===== src/rtl/rv_mc_pkg.sv =====
// Shared encodings and small helpers for the multi-cycle RV32I/RV32E core.
package rv_mc_pkg;

  localparam logic [6:0] OP_LUI    = 7'b0110111;
  localparam logic [6:0] OP_AUIPC  = 7'b0010111;
  localparam logic [6:0] OP_JAL    = 7'b1101111;
  localparam logic [6:0] OP_JALR   = 7'b1100111;
  localparam logic [6:0] OP_BRANCH = 7'b1100011;
  localparam logic [6:0] OP_LOAD   = 7'b0000011;
  localparam logic [6:0] OP_STORE  = 7'b0100011;
  localparam logic [6:0] OP_IMM    = 7'b0010011;
  localparam logic [6:0] OP_OP     = 7'b0110011;
  localparam logic [6:0] OP_FENCE  = 7'b0001111;
  localparam logic [6:0] OP_SYSTEM = 7'b1110011;

  localparam logic [2:0] F3_BEQ  = 3'd0;
  localparam logic [2:0] F3_BNE  = 3'd1;
  localparam logic [2:0] F3_BLT  = 3'd4;
  localparam logic [2:0] F3_BGE  = 3'd5;
  localparam logic [2:0] F3_BLTU = 3'd6;
  localparam logic [2:0] F3_BGEU = 3'd7;

  localparam logic [2:0] F3_B  = 3'd0;
  localparam logic [2:0] F3_H  = 3'd1;
  localparam logic [2:0] F3_W  = 3'd2;
  localparam logic [2:0] F3_BU = 3'd4;
  localparam logic [2:0] F3_HU = 3'd5;

  typedef enum logic [3:0] {
    ALU_ADD, ALU_SUB, ALU_SLL, ALU_SLT, ALU_SLTU, ALU_XOR,
    ALU_SRL, ALU_SRA, ALU_OR, ALU_AND, ALU_PASSB
  } alu_op_t;

  typedef enum logic [1:0] {ST_FETCH, ST_EXEC, ST_MEM, ST_HALT} state_t;

  typedef enum logic [1:0] {HC_NONE, HC_ILLEGAL, HC_MISALIGN, HC_SYSTEM} halt_cause_t;

  // alt selects SUB (for OP funct3 0) or SRA (funct3 5)
  function automatic alu_op_t alu_sel(input logic [2:0] f3, input logic alt);
    case (f3)
      3'd0:    return alt ? ALU_SUB : ALU_ADD;
      3'd1:    return ALU_SLL;
      3'd2:    return ALU_SLT;
      3'd3:    return ALU_SLTU;
      3'd4:    return ALU_XOR;
      3'd5:    return alt ? ALU_SRA : ALU_SRL;
      3'd6:    return ALU_OR;
      default: return ALU_AND;
    endcase
  endfunction

  function automatic logic [31:0] alu(input alu_op_t op, input logic [31:0] a, input logic [31:0] b);
    case (op)
      ALU_ADD:   return a + b;
      ALU_SUB:   return a - b;
      ALU_SLL:   return a << b[4:0];
      ALU_SLT:   return {31'b0, $signed(a) < $signed(b)};
      ALU_SLTU:  return {31'b0, a < b};
      ALU_XOR:   return a ^ b;
      ALU_SRL:   return a >> b[4:0];
      ALU_SRA:   return $unsigned($signed(a) >>> b[4:0]);
      ALU_OR:    return a | b;
      ALU_AND:   return a & b;
      default:   return b;
    endcase
  endfunction

endpackage


===== src/rtl/rv_regfile.sv =====
// GPR file: two async read ports, one sync write port, x0 hardwired to zero.
module rv_regfile #(
  parameter  int NUM_REGS = 32,
  localparam int AW       = $clog2(NUM_REGS)
) (
  input  logic          clk_i,
  input  logic          rst_ni,
  input  logic [AW-1:0] ra1_i,
  input  logic [AW-1:0] ra2_i,
  output logic [31:0]   rd1_o,
  output logic [31:0]   rd2_o,
  input  logic          we_i,
  input  logic [AW-1:0] wa_i,
  input  logic [31:0]   wd_i
);

  logic [31:0] regs_q [NUM_REGS];

  always_ff @(posedge clk_i) begin
    if (!rst_ni) begin
      for (int i = 0; i < NUM_REGS; i++) regs_q[i] <= '0;
    end else if (we_i && wa_i != '0) begin
      regs_q[wa_i] <= wd_i;
    end
  end

  assign rd1_o = (ra1_i == '0) ? '0 : regs_q[ra1_i];
  assign rd2_o = (ra2_i == '0) ? '0 : regs_q[ra2_i];

endmodule


===== src/rtl/risc_v_32_i_mc.sv =====
// Multi-cycle RV32I/RV32E core on a single valid/ready bus: FETCH -> EXEC -> (MEM) -> FETCH.
module risc_v_32_i_mc
  import rv_mc_pkg::*;
#(
  parameter logic [31:0] RESET_PC = 32'h0000_0000,
  parameter int          NUM_REGS = 32
) (
  input  logic        clk,
  input  logic        reset,
  output logic        mem_req,
  output logic        mem_we,
  output logic [31:0] mem_addr,
  output logic [31:0] mem_wdata,
  output logic [3:0]  mem_be,
  input  logic [31:0] mem_rdata,
  input  logic        mem_ready,
  output logic        retire,
  output logic [31:0] retire_pc,
  output logic [31:0] value_from_alu,
  output logic        halted,
  output logic [1:0]  halt_cause
);

  localparam int         AW = $clog2(NUM_REGS);
  localparam logic [5:0] NR = 6'(NUM_REGS);

  state_t      state_q, state_d;
  halt_cause_t hc_q, hc_d;
  logic [31:0] pc_q, pc_d, ir_q, ir_d, ea_q, ea_d, sdata_q, sdata_d;
  logic [3:0]  be_q, be_d;
  logic        we_q, we_d, req_en_q;

  logic [6:0]  opc, f7;
  logic [2:0]  f3;
  logic [4:0]  rd, rs1, rs2;
  logic [31:0] imm_i, imm_s, imm_b, imm_u, imm_j;
  logic [31:0] rs1_v, rs2_v, op_a, op_b, alu_res, target, pc4, ld_sh, ld_val;
  logic        illegal, bad_reg, is_sys, is_ld, is_st, use_rd, use_rs1, use_rs2;
  logic        taken, is_jump, mis_ls, rf_we;
  logic [31:0] rf_wd;
  logic [3:0]  ls_be;
  logic [31:0] ls_data;
  alu_op_t     aop;

  assign opc = ir_q[6:0];
  assign rd  = ir_q[11:7];
  assign f3  = ir_q[14:12];
  assign rs1 = ir_q[19:15];
  assign rs2 = ir_q[24:20];
  assign f7  = ir_q[31:25];

  assign imm_i = {{20{ir_q[31]}}, ir_q[31:20]};
  assign imm_s = {{20{ir_q[31]}}, ir_q[31:25], ir_q[11:7]};
  assign imm_b = {{19{ir_q[31]}}, ir_q[31], ir_q[7], ir_q[30:25], ir_q[11:8], 1'b0};
  assign imm_u = {ir_q[31:12], 12'b0};
  assign imm_j = {{11{ir_q[31]}}, ir_q[31], ir_q[19:12], ir_q[20], ir_q[30:21], 1'b0};
  assign pc4   = pc_q + 32'd4;

  rv_regfile #(.NUM_REGS(NUM_REGS)) u_rf (
    .clk_i (clk),
    .rst_ni(reset),
    .ra1_i (rs1[AW-1:0]),
    .ra2_i (rs2[AW-1:0]),
    .rd1_o (rs1_v),
    .rd2_o (rs2_v),
    .we_i  (rf_we),
    .wa_i  (rd[AW-1:0]),
    .wd_i  (rf_wd)
  );

  always_comb begin
    illegal = 1'b0; is_sys = 1'b0; is_ld = 1'b0; is_st = 1'b0;
    use_rd = 1'b0; use_rs1 = 1'b0; use_rs2 = 1'b0;
    aop = ALU_ADD; op_a = rs1_v; op_b = imm_i;
    case (opc)
      OP_LUI:    begin use_rd = 1'b1; aop = ALU_PASSB; op_b = imm_u; end
      OP_AUIPC:  begin use_rd = 1'b1; op_a = pc_q; op_b = imm_u; end
      OP_JAL:    use_rd = 1'b1;
      OP_JALR:   begin use_rd = 1'b1; use_rs1 = 1'b1; illegal = (f3 != 3'd0); end
      OP_BRANCH: begin use_rs1 = 1'b1; use_rs2 = 1'b1; op_b = rs2_v; illegal = (f3 == 3'd2 || f3 == 3'd3); end
      OP_LOAD:   begin is_ld = 1'b1; use_rd = 1'b1; use_rs1 = 1'b1;
                       illegal = (f3 == 3'd3 || f3 == 3'd6 || f3 == 3'd7); end
      OP_STORE:  begin is_st = 1'b1; use_rs1 = 1'b1; use_rs2 = 1'b1; op_b = imm_s; illegal = (f3 > 3'd2); end
      OP_IMM:    begin use_rd = 1'b1; use_rs1 = 1'b1;
                       aop = alu_sel(f3, (f3 == 3'd5) && f7[5]);
                       illegal = (f3 == 3'd1 && f7 != 7'd0) || (f3 == 3'd5 && (f7 & 7'b1011111) != 7'd0); end
      OP_OP:     begin use_rd = 1'b1; use_rs1 = 1'b1; use_rs2 = 1'b1; op_b = rs2_v;
                       aop = alu_sel(f3, f7[5]);
                       illegal = (f7 != 7'd0) && !(f7 == 7'b0100000 && (f3 == 3'd0 || f3 == 3'd5)); end
      OP_FENCE:  ;
      // only ECALL/EBREAK are recognised; CSR forms are treated as illegal
      OP_SYSTEM: begin is_sys = (ir_q[31:21] == 11'd0) && (ir_q[19:7] == 13'd0); illegal = !is_sys; end
      default:   illegal = 1'b1;
    endcase
    bad_reg = (use_rd && {1'b0, rd} >= NR) || (use_rs1 && {1'b0, rs1} >= NR) ||
              (use_rs2 && {1'b0, rs2} >= NR);
  end

  assign alu_res = alu(aop, op_a, op_b);

  always_comb begin
    case (f3)
      F3_BEQ:  taken = (rs1_v == rs2_v);
      F3_BNE:  taken = (rs1_v != rs2_v);
      F3_BLT:  taken = ($signed(rs1_v) <  $signed(rs2_v));
      F3_BGE:  taken = ($signed(rs1_v) >= $signed(rs2_v));
      F3_BLTU: taken = (rs1_v <  rs2_v);
      F3_BGEU: taken = (rs1_v >= rs2_v);
      default: taken = 1'b0;
    endcase
    case (opc)
      OP_JAL:  target = pc_q + imm_j;
      OP_JALR: target = (rs1_v + imm_i) & ~32'd1;
      default: target = pc_q + imm_b;
    endcase
    is_jump = (opc == OP_JAL) || (opc == OP_JALR) || (opc == OP_BRANCH && taken);
    mis_ls  = (f3[1:0] == 2'd1 && alu_res[0]) || (f3[1:0] == 2'd2 && alu_res[1:0] != 2'd0);
    case (f3[1:0])
      2'd0:    begin ls_be = 4'b0001 << alu_res[1:0]; ls_data = {4{rs2_v[7:0]}}; end
      2'd1:    begin ls_be = alu_res[1] ? 4'hC : 4'h3; ls_data = {2{rs2_v[15:0]}}; end
      default: begin ls_be = 4'hF; ls_data = rs2_v; end
    endcase
  end

  always_comb begin
    ld_sh = mem_rdata >> {ea_q[1:0], 3'b000};
    case (f3)
      F3_B:    ld_val = {{24{ld_sh[7]}}, ld_sh[7:0]};
      F3_H:    ld_val = {{16{ld_sh[15]}}, ld_sh[15:0]};
      F3_BU:   ld_val = {24'd0, ld_sh[7:0]};
      F3_HU:   ld_val = {16'd0, ld_sh[15:0]};
      default: ld_val = mem_rdata;
    endcase
  end

  always_comb begin
    state_d = state_q; pc_d = pc_q; ir_d = ir_q; ea_d = ea_q; sdata_d = sdata_q;
    be_d = be_q; we_d = we_q; hc_d = hc_q;
    mem_req = 1'b0; mem_we = 1'b0; mem_addr = pc_q; mem_be = 4'hF; mem_wdata = '0;
    retire = 1'b0; rf_we = 1'b0; rf_wd = alu_res; value_from_alu = '0;
    case (state_q)
      // req_en_q keeps the bus quiet for the cycle right after reset
      ST_FETCH: begin
        mem_req = req_en_q;
        if (req_en_q && mem_ready) begin
          ir_d    = mem_rdata;
          state_d = ST_EXEC;
        end
      end
      ST_EXEC: begin
        value_from_alu = alu_res;
        if (illegal || bad_reg) begin
          hc_d = HC_ILLEGAL; state_d = ST_HALT;
        end else if (is_sys) begin
          hc_d = HC_SYSTEM; state_d = ST_HALT;
        end else if (is_ld || is_st) begin
          if (mis_ls) begin
            hc_d = HC_MISALIGN; state_d = ST_HALT;
          end else begin
            ea_d = alu_res; sdata_d = ls_data; be_d = ls_be; we_d = is_st;
            state_d = ST_MEM;
          end
        end else if (is_jump && target[1]) begin
          hc_d = HC_MISALIGN; state_d = ST_HALT;
        end else begin
          rf_we   = use_rd;
          rf_wd   = (opc == OP_JAL || opc == OP_JALR) ? pc4 : alu_res;
          pc_d    = is_jump ? target : pc4;
          retire  = 1'b1;
          state_d = ST_FETCH;
        end
      end
      ST_MEM: begin
        mem_req   = 1'b1;
        mem_we    = we_q;
        mem_addr  = {ea_q[31:2], 2'b00};
        mem_be    = be_q;
        mem_wdata = sdata_q;
        if (mem_ready) begin
          rf_we   = !we_q;
          rf_wd   = ld_val;
          pc_d    = pc4;
          retire  = 1'b1;
          state_d = ST_FETCH;
        end
      end
      default: ;
    endcase
  end

  always_ff @(posedge clk) begin
    if (!reset) begin
      state_q  <= ST_FETCH;
      pc_q     <= RESET_PC;
      ir_q     <= '0;
      ea_q     <= '0;
      sdata_q  <= '0;
      be_q     <= '0;
      we_q     <= 1'b0;
      hc_q     <= HC_NONE;
      req_en_q <= 1'b0;
    end else begin
      state_q  <= state_d;
      pc_q     <= pc_d;
      ir_q     <= ir_d;
      ea_q     <= ea_d;
      sdata_q  <= sdata_d;
      be_q     <= be_d;
      we_q     <= we_d;
      hc_q     <= hc_d;
      req_en_q <= 1'b1;
    end
  end

  assign retire_pc  = pc_q;
  assign halted     = (state_q == ST_HALT);
  assign halt_cause = hc_q;

endmodule


===== config.mk =====
export PLATFORM = sky130hd
export DESIGN_NAME = risc_v_32_i_mc
export DESIGN_NICKNAME = d
export VERILOG_FILES = /design/src/rtl/rv_mc_pkg.sv /design/src/rtl/rv_regfile.sv /design/src/rtl/risc_v_32_i_mc.sv
export SDC_FILE = /design/constraint.sdc
export NUM_CORES = 2
export LEC_CHECK = 0
export BUFFER_PORTS_ARGS = -buffer_cell sky130_fd_sc_hd__buf_2
export CAP_MARGIN = 5
export CORE_MARGIN = 4
export CORE_UTILIZATION = 40
export CTS_CLUSTER_DIAMETER = 150
export DETAILED_ROUTE_END_ITERATION = 10
export PLACE_DENSITY = 0.6
export SYNTH_ARGS = -nofsm -noshare
export SYNTH_HDL_FRONTEND = slang
export SYNTH_SLANG_ARGS = --single-unit

===== constraint.sdc =====
create_clock -name clk -period 12 [get_ports clk]
set_input_delay 0.6 -clock clk [delete_from_list [all_inputs] [get_ports clk]]
set_output_delay 0.6 -clock clk [all_outputs]
set_load 0.1 [all_outputs]

After elaboration in Yosys (flattened, before gate mapping)
Memories as Yosys holds them, arrays and structs flattened. A register that Yosys moved wholly into a read port is not among the register bits.
Cells that the tools add are included.
Widths: inputs -> output; s select.
Word-level totals
  register bits: 138
  latch bits: 0
  RAM bits: 1024
  memory bits (read-only): 0
  output and inout bits: 138
  memories: 1
Memory list
  u_rf.regs_q: depth 32, width 32, read ports 2, clocked after memory_dff 2, wr ports 32, RTL line rv_regfile.sv:17  | logic [31:0] regs_q [NUM_REGS];
Cells by class
  add/sub/neg operators: 6
  multipliers: 0
  divide/modulo/power cells: 0
  order comparisons: 7
  eq/ne operators: 42
  shifts and indexed selects: 5
  multiplexer cells: 80
  bitwise logic cells: 6
  reductions and logical operators: 50
Operators with widths (count)
  $mux 32: 19
  $pmux 32 s10: 1
  $pmux 32 s2: 4
  $add 32x32->32: 4
  $lt 32x32->1: 4
  $pmux 32 s4: 1
  $pmux 32 s3: 1
  $ge 32x32->1: 2
  $pmux 4 s7: 2
  $add 32x3->32 const B: 1
  $and 32x32->32: 1
  $eq 32x32->1: 1
  $ne 32x32->1: 1
  $or 32x32->32: 1
  $reduce_or 32->1: 1
  $shl 32x5->32: 1
  $shr 32x5->16: 1
  $shr 32x5->32: 1
  $sshr 32x5->32: 1
  $sub 32x32->32: 1
  $xor 32x32->32: 1
  $eq 7x6->1 const B: 4
  $eq 7x7->1 const B: 4
  $mux 1: 26
  47 further kinds: 112

Depth between registers and ports, before layout
  depth after elaboration: 18
  mapped depth: 34

Cells and area by module
A second synthesis with hierarchy kept.
Unflattened totals
  cells, all modules: 7222
  area total of the unflattened synthesis: 78057.4 um^2
By module, submodules not included
  rv_regfile: times used 1, cells an instance 3645, area each 54456.0 um^2, seq. area each 30749.5 um^2
  risc_v_32_i_mc: times used 1, cells an instance 3577, area each 23601.4 um^2, seq. area each 2742.6 um^2

Worst setup path before layout
OpenSTA, ideal clock, no wires.
  kind: reg-to-output
  start point: register (tool-made name)
  end point: output value_from_alu[9]
  arrival time: 8.328 ns
  data required time: 11.400 ns
  setup slack: 3.072 ns
  stages on the path, launching flop included: 28
  path buffers: 11
  cell sequence: dfxtp_1 buf_6 buf_6 buf_4 buf_4 buf_4 buf_4 buf_4 buf_4 buf_2 buf_2 mux4_2 mux4_2 nand2_1 nand2_1 nand2_1 o21ai_0 ha_1 clkbuf_1 inv_1 nor2_1 a311oi_1 xnor2_1 o221ai_1 a221oi_1 nand2_1 a221oi_1 nor4_1
RTL lines
  end, declared: RTL line risc_v_32_i_mc.sv:19  | output logic [31:0] value_from_alu,

==> flow_summary.yaml <==
outcome:
  status: "finished, final reports clean"
yosys:
  ys_dominant_reg_cell: "edfxtp_1"
  syn-mean-instance-area_um2: 10.6
  async_reset_ff_share_pct: 0
  yosysWarningCount: 0
  yosys-top-cells-area: "edfxtp_1 (40%), mux4_2 (11%), mux2i_1 (7.9%)"
  synth_enable_flop_cells: 1024
  ys_seq_area_share_pct: 44.1
  ys_ff_latch: 1171
  synth_top_area_share_pct: 40.3
  yosysTopAreaCell: "edfxtp_1"
  synth_area_um2: 76300
  synth_cell_types: 114
  syn_inst: 7221
timing:
  slew_viol_final: 0
  postLayoutSetupSlackWorst_ps: 2120
  setup_viol: 0
  skew_ps: 39.2
  fmax_mhz: 101
  hold_violations: 0
  rsz0062_at_grt: "no"
  fin_tns_setup_ps: 0
  post-route-period-util_pct: 82.4
  hold_ws_ps: 88.5
  tightest_slew_ps: 1350
  slew_headroom_pct: 9.08
  finalCriticalPeriod_ps: 9880
detailed_routing:
  wl_per_cell_um: 34.0
  vias_per_cell: 6.59
  drc: 0
  vias: 64600
  drtIter0Drc: 9391
  wl_met2_um: 145000
  wl_met3_um: 40100
  wl_met1_um: 128000
  highest_layer: "met5"
  drt_wl_total_um: 333000
  ant_nets: 0
  dr.pass1.iters: 6
flow_run:
  cap_violations: 0
hold_path:
  min_path_cells: 3
  hp-class: "in2reg"
  worstHoldStart: "mem_rdata[13]"
  hold_path_end: "ir_q[13]$_SDFFE_PN0P_"
placement:
  dpl.hpwl_um: 230000
  place_ws_ps: 3020
  place_congestion: 1.03
  place_area_um2: 80100
  port_buffers: 170
clocking:
  clkTransAtPathRegs_ps: 70
  clockBufferDepth: 3
  cts_num_sinks: 1171
  root_buffer: "clkbuf_16"
  cts_made_buffers: 130
  post_cts_resized: 0
  post-cts-setup-buffers: 0
  htree_levels: 4
  clk_latency_ps: 800
  postCtsHoldBufs: 0
  cts_tree: "done"
die:
  die_w_um: 445
  core_area_um2: 190000
  start_util_pct: 40.2
  pin_count: 173
  die_area_um2: 198000
  rows: 160
  die_y_um: 445
global_route:
  grt_max_degree: 108
  grt_pass1_vias: 61300
  grt_antenna_before_repair: 11
  grt_pass1_wl_um: 468000
  grt_overflow: 0
  grtUsageTotal_pct: 32.7
final_layout:
  design_area_um2: 84600
  final_common_cell: "nor2_1"
  regArea_um2: 33700
  fillers: 17600
  drive_gt1_share_pct: 17.5
  multi_input_comb_area_um2: 39500
  syn_to_final_growth_pct: 10.9
  finish.utilization_pct: 44.5
  mostFrequentLayoutCells: "nor2_1 (1247), edfxtp_1 (1024), mux2i_1 (599)"
  fin_nets: 7407
power:
  power_density_nw_per_um2: 142
  vdd_drop_max_mv: 0.112
  p_leak_nw: 29.8
worst_setup_path:
  critPathLaunchType: "flop"
  end_kind: "primary output"
  critical_path_class: "reg2out"
  worstPathRequired_ps: 11400
  worst_r2r_path_depth: 23
  r2r_slack_ps: 2650
  r2r-end: "u_rf.regs_q[26][28]$_SDFFCE_PN0P_"
  critPathArrivalTime_ps: 9280
  crit_fanout: 33
## report_power, final
part / switching (mW) / total (mW) / internal (mW)
Combinational: 2.16 / 3.04 / 0.883
Clock: 1.79 / 4.32 / 2.52
Sequential: 0.108 / 4.66 / 4.55
## state kept, by name, summed over array words and instances (netlist names), named ones only
register / cells
ea_q: 32
we_q: 1
req_en_q: 1
u_rf.regs_q: 1024
retire_pc: 31
ir_q: 32
state_q: 2
sdata_q: 32
halt_cause: 2
be_q: 4
## synthesized netlist by cell type, types with 24 or more instances
cell      count
nand4_1      87
clkbuf_1    348
a21o_1       70
buf_1        40
and3_1       50
a31oi_1      55
a211oi_1     43
o21ai_0     270
buf_4        72
dfxtp_1     147
o22ai_1      52
xor2_1       38
nand3_1      95
mux2i_1     599
mux4_2      369
nand2_1     571
and2_1       98
buf_6        24
nor2_1     1254
mux2_2       67
xnor2_1      64
edfxtp_1   1024
nor4_1       48
o211ai_1     30
ha_1        194
a21oi_1     392
nor2b_1      33
inv_1       146
buf_2       174
a221oi_1     33
nor3_1       46
o21bai_1     28
nand2b_1     33
a22oi_1     231
## cells by family after synthesis
| family | after synthesis | share of synthesized area [%] |
|---|---|---|
| adder cells (fa/ha/maj) | 198 | 3.28 |
| multiplexers | 1038 | 19.8 |
| buffers and inverters | 814 | 4.93 |
| flip-flops | 1171 | 44.1 |
| AO/OA/AOI/OAI | 1478 | 12.8 |
| other | 1 | 0.00491 |
| AND/OR/NAND/NOR | 2419 | 13.9 |
| XOR/XNOR | 102 | 1.17 |
## per-layer routing
metal  global-route usage, %  vias up
met5                       0        -
met4                    16.6        6
met3                    8.73      779
met2                    49.1     4535
met1                    43.5    32400
li1                        -    26900
## metrics by stage
step                      total power [mW]  cells
after floorplan                       6.43   7254
after global placement                7.66   9551
after detailed placement              7.66   9551
after CTS                             11.9   9785
after global routing                  12.3   9787
final                                 12.0   9797
## cell type report
type | count | share of cell area, %
Antenna cell | 10 | 0.0296
Timing Repair Buffer | 451 | 3.68
Clock inverter | 86 | 1.35
Sequential cell | 1171 | 39.8
Inverter | 151 | 0.679
Clock buffer | 148 | 4.00
Tap cell | 2511 | 3.71
Multi-Input combinational cell | 5269 | 46.7
## critical path, cell delays in order, from the launching register on
cell,delay [ps]
dfxtp_4,380
buf_4,330
nor2b_4,890
buf_4,470
a22oi_1,120
a21oi_1,740
nor4_2,150
buf_4,190
a31oi_1,830
inv_1,260
ha_1,500
or3_1,470
o311ai_0,990
a221o_1,300
a21oi_1,70
o21ai_0,430
nor4_1,140
a22oi_1,330
buf_4,270
and2_1,140
buf_2,420
## how the worst max path moves through the flow
| stage | startpoint | to | slack, ps | depth (start not counted) |
|---|---|---|---|---|
| finish | flop | value_from_alu[24] | 2120 | 20 |
| global placement | flop | u_rf.regs_q[26][23]$_SDFFCE_PN0P_ | 3180 | 24 |
| global route | flop | value_from_alu[29] | 2200 | 24 |
| CTS | flop | value_from_alu[24] | 2510 | 20 |
| detailed placement | flop | u_rf.regs_q[27][20]$_SDFFCE_PN0P_ | 3020 | 23 |
| floorplan | flop | value_from_alu[9] | 3070 | 27 |
(Power assumes the default switching activity.)
